### src/rtl/tick_period_meter.sv
// Measures clock cycles between rising edges of pulse_in and classifies the
// period against three nominal divider rates.
module tick_period_meter #(
   parameter int unsigned CNT_WIDTH = 28,
   parameter int unsigned P1        = 50000000,
   parameter int unsigned P2        = 100000000,
   parameter int unsigned P3        = 200000000,
   parameter int unsigned TOL       = 2
) (
   input  logic                 clock,
   input  logic                 clear,
   input  logic                 pulse_in,
   output logic [CNT_WIDTH-1:0] period,
   output logic                 valid,
   output logic [1:0]           rate_code,
   output logic                 overflow,
   output logic                 busy
);

   localparam logic [0:0] StIdle    = 1'b0;
   localparam logic [0:0] StMeasure = 1'b1;

   // One spare bit above the wider of count/nominal so P+TOL never wraps.
   localparam int unsigned CmpWidth = ((CNT_WIDTH > 32) ? CNT_WIDTH : 32) + 1;
   localparam logic [CNT_WIDTH-1:0] CountMax = '1;
   localparam logic [CNT_WIDTH-1:0] CountOne = CNT_WIDTH'(1);

   logic                 sync1_q, sync2_q, prev_q;
   logic                 edge_det;
   logic [0:0]           state_q, state_d;
   logic [CNT_WIDTH-1:0] count_q, count_d;
   logic [CNT_WIDTH-1:0] period_q, period_d;
   logic [1:0]           rate_q, rate_d;
   logic                 valid_q, valid_d;
   logic                 overflow_q, overflow_d;

   function automatic logic in_window(input logic [CNT_WIDTH-1:0] value,
                                      input int unsigned nominal);
      logic [CmpWidth-1:0] v, lo, hi;
      v  = CmpWidth'(value);
      hi = CmpWidth'(nominal) + CmpWidth'(TOL);
      lo = (nominal >= TOL) ? CmpWidth'(nominal - TOL) : '0;
      return (v >= lo) && (v <= hi);
   endfunction

   function automatic logic [1:0] classify(input logic [CNT_WIDTH-1:0] value);
      if (in_window(value, P1)) begin
         return 2'b01;
      end else if (in_window(value, P2)) begin
         return 2'b10;
      end else if (in_window(value, P3)) begin
         return 2'b11;
      end
      return 2'b00;
   endfunction

   assign edge_det = sync2_q & ~prev_q;

   always_ff @(posedge clock or posedge clear) begin
      if (clear) begin
         sync1_q <= 1'b0;
         sync2_q <= 1'b0;
         prev_q  <= 1'b0;
      end else begin
         sync1_q <= pulse_in;
         sync2_q <= sync1_q;
         prev_q  <= sync2_q;
      end
   end

   always_comb begin
      state_d    = state_q;
      count_d    = count_q;
      period_d   = period_q;
      rate_d     = rate_q;
      valid_d    = 1'b0;
      overflow_d = overflow_q;
      case (state_q)
         StIdle: begin
            // The first edge only arms the meter; no period is known yet.
            if (edge_det) begin
               state_d = StMeasure;
               count_d = CountOne;
            end
         end
         default: begin
            // An edge takes priority over saturation at the same count.
            if (edge_det) begin
               period_d   = count_q;
               rate_d     = classify(count_q);
               valid_d    = 1'b1;
               count_d    = CountOne;
               overflow_d = 1'b0;
            end else if (count_q == CountMax) begin
               overflow_d = 1'b1;
               state_d    = StIdle;
               count_d    = '0;
            end else begin
               count_d = count_q + CountOne;
            end
         end
      endcase
   end

   always_ff @(posedge clock or posedge clear) begin
      if (clear) begin
         state_q    <= StIdle;
         count_q    <= '0;
         period_q   <= '0;
         rate_q     <= 2'b00;
         valid_q    <= 1'b0;
         overflow_q <= 1'b0;
      end else begin
         state_q    <= state_d;
         count_q    <= count_d;
         period_q   <= period_d;
         rate_q     <= rate_d;
         valid_q    <= valid_d;
         overflow_q <= overflow_d;
      end
   end

   assign period    = period_q;
   assign valid     = valid_q;
   assign rate_code = rate_q;
   assign overflow  = overflow_q;
   assign busy      = (state_q == StMeasure);

endmodule

### config.mk
export PLATFORM = sky130hd
export DESIGN_NAME = tick_period_meter
export DESIGN_NICKNAME = d
export VERILOG_FILES = /design/src/rtl/tick_period_meter.sv
export SDC_FILE = /design/constraint.sdc
export NUM_CORES = 1
export LEC_CHECK = 0
export CAP_MARGIN = 20
export CORE_ASPECT_RATIO = 1.4
export CORE_UTILIZATION = 61
export CTS_CLUSTER_SIZE = 20
export DETAILED_ROUTE_END_ITERATION = 6
export GPL_ROUTABILITY_DRIVEN = 0
export GPL_TIMING_DRIVEN = 0
export PLACE_DENSITY = 0.91
export SLEW_MARGIN = 20
export SYNTH_ARGS = -nofsm -noshare
export SYNTH_HDL_FRONTEND = slang
export SYNTH_SLANG_ARGS = --single-unit
### constraint.sdc
create_clock -name clock -period 3.15 [get_ports clock]
set_input_delay 0.4725 -clock clock [delete_from_list [all_inputs] [get_ports clock]]
set_output_delay 0.4725 -clock clock [all_outputs]
set_load 0.05 [all_outputs]
# After elaboration in Yosys (flattened, before gate mapping)
# Cells that the tools add are included.
[word_totals]
register_bits = 64
[op_classes]
add_sub_neg = 1
magnitude_cmp = 6
eq_ne = 1
n_mux = 20
bitwise_logic = 2
reduce_logical = 7
[ops]
columns = ["operator", "count"]
rows = [
  ["28-bit two-way mux", 4],
  ["28-bit by 1-bit adder with 28-bit output, second input constant", 1],
  ["28-bit equality test, second input constant", 1],
  ["28-bit by 26-bit >= comparator with 1-bit output, second input constant", 1],
  ["28-bit by 27-bit >= comparator with 1-bit output, second input constant", 1],
  ["28-bit >= comparator, second input constant", 1],
  ["28-bit by 26-bit less-or-equal comparator with 1-bit output, second input constant", 1],
  ["28-bit by 27-bit less-or-equal comparator with 1-bit output, second input constant", 1],
  ["28-bit less-or-equal comparator, second input constant", 1],
  ["1-bit two-way mux", 12],
  ["2-bit two-way mux", 4],
  ["2-bit AND reduction", 2],
  ["2-bit nonzero test", 2],
  ["1-bit logical AND", 3],
  ["1-bit AND", 1],
  ["1-bit NOT", 1],
]

# Logic depth before layout (Yosys ltp)
[logic_depth]
depth_word = 8
depth_mapped = 8
mapped_depth_nobuf = 8

# Least setup slack after synthesis
# No wires, ideal clock.
[synth_timing]
kind = "flip-flop to flip-flop"
startpoint = "register state_q (netlist: busy)"
endpoint = "register period_q[10] (netlist: period[10])"
arrival_ps = 1723
required_time_ps = 3025
setup_slack_ps = 1302
stages_incl_launch_ff = 5
n_path_buf = 1
synth_period_minus_slack_ps = 1848
cell_sequence = "dfrtp_1 > nand2_1 > inv_1 > buf_2 > mux2_2"
[synth_via]
elab_chain_cells = 1
[synth_lines]
columns = ["element", "line", "rtl"]
rows = [
  ["from (decl)", "30", "logic [0:0] state_q, state_d;"],
  ["from (signal assigned)", "107", "state_q <= StIdle;"],
  ["from (signal assigned)", "114", "state_q <= state_d;"],
  ["2-bit AND reduction (no line)", "--", ""],
  ["to (signal assigned)", "116", "period_q <= period_d;"],
  ["to (decl)", "32", "logic [CNT_WIDTH-1:0] period_q, period_d;"],
]
# Every way passes these cells.
# A chain may end at the register's enable or synchronous reset.

# Final worst setup path
[layout_timing]
startpoint = "register count_q[0]"
endpoint = "register count_q[6]"
[layout_via]
elab_chain_cells = 4
word_cells_on_any_way = 5
cone_classes = "add/sub: 1; eq/ne: 1; mux: 3"
[layout_lines]
columns = ["element", "line", "rtl"]
rows = [
  ["from (decl)", "31", "logic [CNT_WIDTH-1:0] count_q, count_d;"],
  ["from (signal assigned)", "115", "count_q <= count_d;"],
  ["28-bit by 1-bit adder with 28-bit output / 28-bit equality test (equally long branches)", "99, 94", ""],
  ["28-bit two-way mux (*)", "94", "end else if (count_q == CountMax) begin"],
  ["28-bit two-way mux (*)", "88", "if (edge_det) begin"],
  ["28-bit two-way mux (*)", "78", "case (state_q)"],
]
# Every way passes the cells marked *; elsewhere a longest branch is shown, timed or not.

==> impl_metrics.env <==
export IMPL_syn_area_um2=3310
export IMPL_cts_setup_buffers=0
export IMPL_finClkSkew_ns=0.00852
export IMPL_drtAntennaViolNets=0
export IMPL_tns_ns=0
export IMPL_antenna_cells=0
export IMPL_grt_util_all_layers_pct=32.2
export IMPL_max_stage_delay_ns=0.51
export IMPL_critPathSlowestCell="dfrtp_1"
export IMPL_worstPathArrival_ns=2.53
export IMPL_grt_start_max_net_pins=36
export IMPL_hold_class="reg2reg"
export IMPL_setup_ws_ns=0.830
export IMPL_fin_util_pct=75.7
export IMPL_tightest_slew_ns=0.609
export IMPL_mostFrequentLayoutCells="64 x dfrtp_1, 35 x clkdlybuf4s50_1, 30 x nor2_1"
export IMPL_synth_distinct_cells=53
export IMPL_firstDrtPassIters=7
export IMPL_areaGrowthSynthToFinish_pct=19.0
export IMPL_final_common_cell="dfrtp_1"
export IMPL_wirelength_um=8290
export IMPL_layout_min_cycle_time_ns=2.32
export IMPL_hold_viol=0
export IMPL_cellPowerDensity_nw_per_um2=481
export IMPL_syn_inst=332
export IMPL_cts_resized=0
export IMPL_viasPerCell=6.56
export IMPL_fin_hold_ws_ns=0.356
export IMPL_cts_sinks=64
export IMPL_synth_edf_count=0
export IMPL_max_cap_violations=0
export IMPL_cp_start_kind="flip-flop"
export IMPL_rsz0062_at_grt="no"
export IMPL_clockBufferDepth=2
export IMPL_grt_pass1_wl_um=13600
export IMPL_die_x_um=64.2
export IMPL_cts_inserted_buffers=9
export IMPL_drv_slew=0
export IMPL_ys_flop_type="dfrtp_1"
export IMPL_critical_path_class="reg2reg"
export IMPL_regArea_um2=1600
export IMPL_slew_headroom_pct=58.9
export IMPL_wire_per_inst_um=18.5
export IMPL_async_flop_share_pct=100
export IMPL_clkPwrFrac_pct=32.4
export IMPL_rows=31
export IMPL_comb_power_share_pct=20.1
export IMPL_avgSynthCellArea_um2=9.96
export IMPL_dpl_hpwl_um=5670
export IMPL_antenna_found_initial=0
export IMPL_fmax_mhz=431
export IMPL_preCtsSetupSlack_ns=0.945
export IMPL_multi_input_area_um2=1520
export IMPL_clk_latency_ns=0.34
export IMPL_end_kind="flip-flop"
export IMPL_grt_ovfl_total=0
export IMPL_cp_max_fo=9
export IMPL_status="finished, final reports clean"
export IMPL_ys_ff_latch=64
export IMPL_h_tree_depth=3
export IMPL_cp_common_cell="nand2_1"
export IMPL_num_nets_final=384
export IMPL_synth_fp_nets=337
export IMPL_grt_pass1_vias=2730
export IMPL_portBuffers=35
export IMPL_die_h_um=89.1
export IMPL_io_pins=36
export IMPL_nFillCells=358
export IMPL_switching_share_pct=30.1
export IMPL_p_seq_share_pct=47.5
export IMPL_drtIter0Drc=348
export IMPL_drc=0
export IMPL_fin_crit_sh_pct=73.6
export IMPL_cts_hold_buf=0
export IMPL_yosysWarnings=0
export IMPL_drive_gt1_share_pct=18.8
export IMPL_p_int_w=0.00132
export IMPL_vias=2946
export IMPL_core_area_um2=5200
export IMPL_cts_tree="yes"
export IMPL_root_buffer="clkbuf_8"
export IMPL_p_sw_w=0.000570
export IMPL_p_leak_nw=1.78
export IMPL_fp_dieArea_um2=5720
export IMPL_start_util_pct=63.6
export IMPL_synth_seq_area_share_pct=48.4
export IMPL_irDropWorstVdd_uv=509
export IMPL_setup_viol=0
export IMPL_crit_chain="ha_1 > and4_1 > nand2_1 > nor3_2 > nand4_1 > nand2_1 > nor2_1"
export IMPL_cp_data_required_time_ns=3.36
export IMPL_clk_pin_slew_ns=0.07
registers in the layout, indices dropped and copies added (netlist names):
signal	cells
busy	1
count_q	28
overflow	1
period	28
prev_q	1
rate_code	2
sync1_q	1
sync2_q	1
valid	1
stage by stage:
stage | area [um^2] | cells | total power (W)
3_3_place_gp | 3740 | 433 | 0.00127
6_report | 3930 | 449 | 0.00189
3_5_place_dp | 3760 | 434 | 0.00129
5_1_grt | 3930 | 449 | 0.00196
2_1_floorplan | 3310 | 332 | 0.00118
4_1_cts | 3930 | 449 | 0.00189
worst paths after layout:
check / start / endpoint / slack, ns / cells past startpoint
worst max-delay path: count_q[0]$_DFFE_PP0P_ / count_q[6]$_DFFE_PP0P_ / 0.83 / 7
worst min-delay path: sync1_q$_DFF_PP0_ / sync2_q$_DFF_PP0_ / 0.36 / 0
worst max register to register: count_q[0]$_DFFE_PP0P_ / count_q[6]$_DFFE_PP0P_ / 0.83 / 7
worst min register to register: sync1_q$_DFF_PP0_ / sync2_q$_DFF_PP0_ / 0.36 / 0
max in group asynchronous: clear / count_q[19]$_DFFE_PP0P_ / 2.17 / 3
min in group asynchronous: clear / period[9]$_DFFE_PP0P_ / 0.48 / 2
kinds of logic after synthesis:
family          share of synthesized area (%)
simple gates                             22.9
flops                                    48.4
compound gates                           10.4
buf+inv                                  5.52
mux                                      7.83
xor+xnor                                 4.24
fa+ha+maj                               0.757
cell type report:
cell class,instances,share of cell area [%]
multi-input combinational,233,38.7
inverter,9,0.922
clock buffer,11,3.85
clock inverter,4,0.509
buffer,26,3.78
tap,66,2.10
timing repair buffer,36,9.41
sequential,64,40.7
worst max-delay path, delay by kind of cell, from the launching register on:
kind,cells,cell delay (ns)
AND/OR/NAND/NOR,6,1.40
flip-flops,1,0.51
adder cells (fa/ha/maj),1,0.28
metal layers:
layer | wire length, um | track usage, %
met2 | 4070 | 53.1
met3 | 768 | 7.53
met5 | 0 | 0
met1 | 3060 | 40.5
met4 | 389 | 15.2
cell usage after synthesis (all sizes together), types with 5 or more instances:
cell,count,share of area [%]
inv,9,1.0
xnor2,8,2.1
o21ai,18,2.7
mux2,23,7.8
nor2,30,3.4
and3,7,1.5
nand3,19,2.9
nor3,15,2.8
a31oi,5,0.95
dfrtp,64,48
a21oi,14,2.1
buf,22,4.0
nand4,16,3.7
xor2,8,2.1
nand2,24,2.8
power by group through the flow:
stage | Combinational [W] | Sequential [W] | Clock [W]
2_1_floorplan | 0.000179 | 0.000998 | 0
3_3_place_gp | 0.000364 | 0.000911 | 0
3_5_place_dp | 0.000375 | 0.000914 | 0
4_1_cts | 0.000378 | 0.000899 | 0.000618
5_1_grt | 0.000402 | 0.000904 | 0.000655
6_report | 0.000381 | 0.000900 | 0.000613
(Power assumes the default switching activity.)
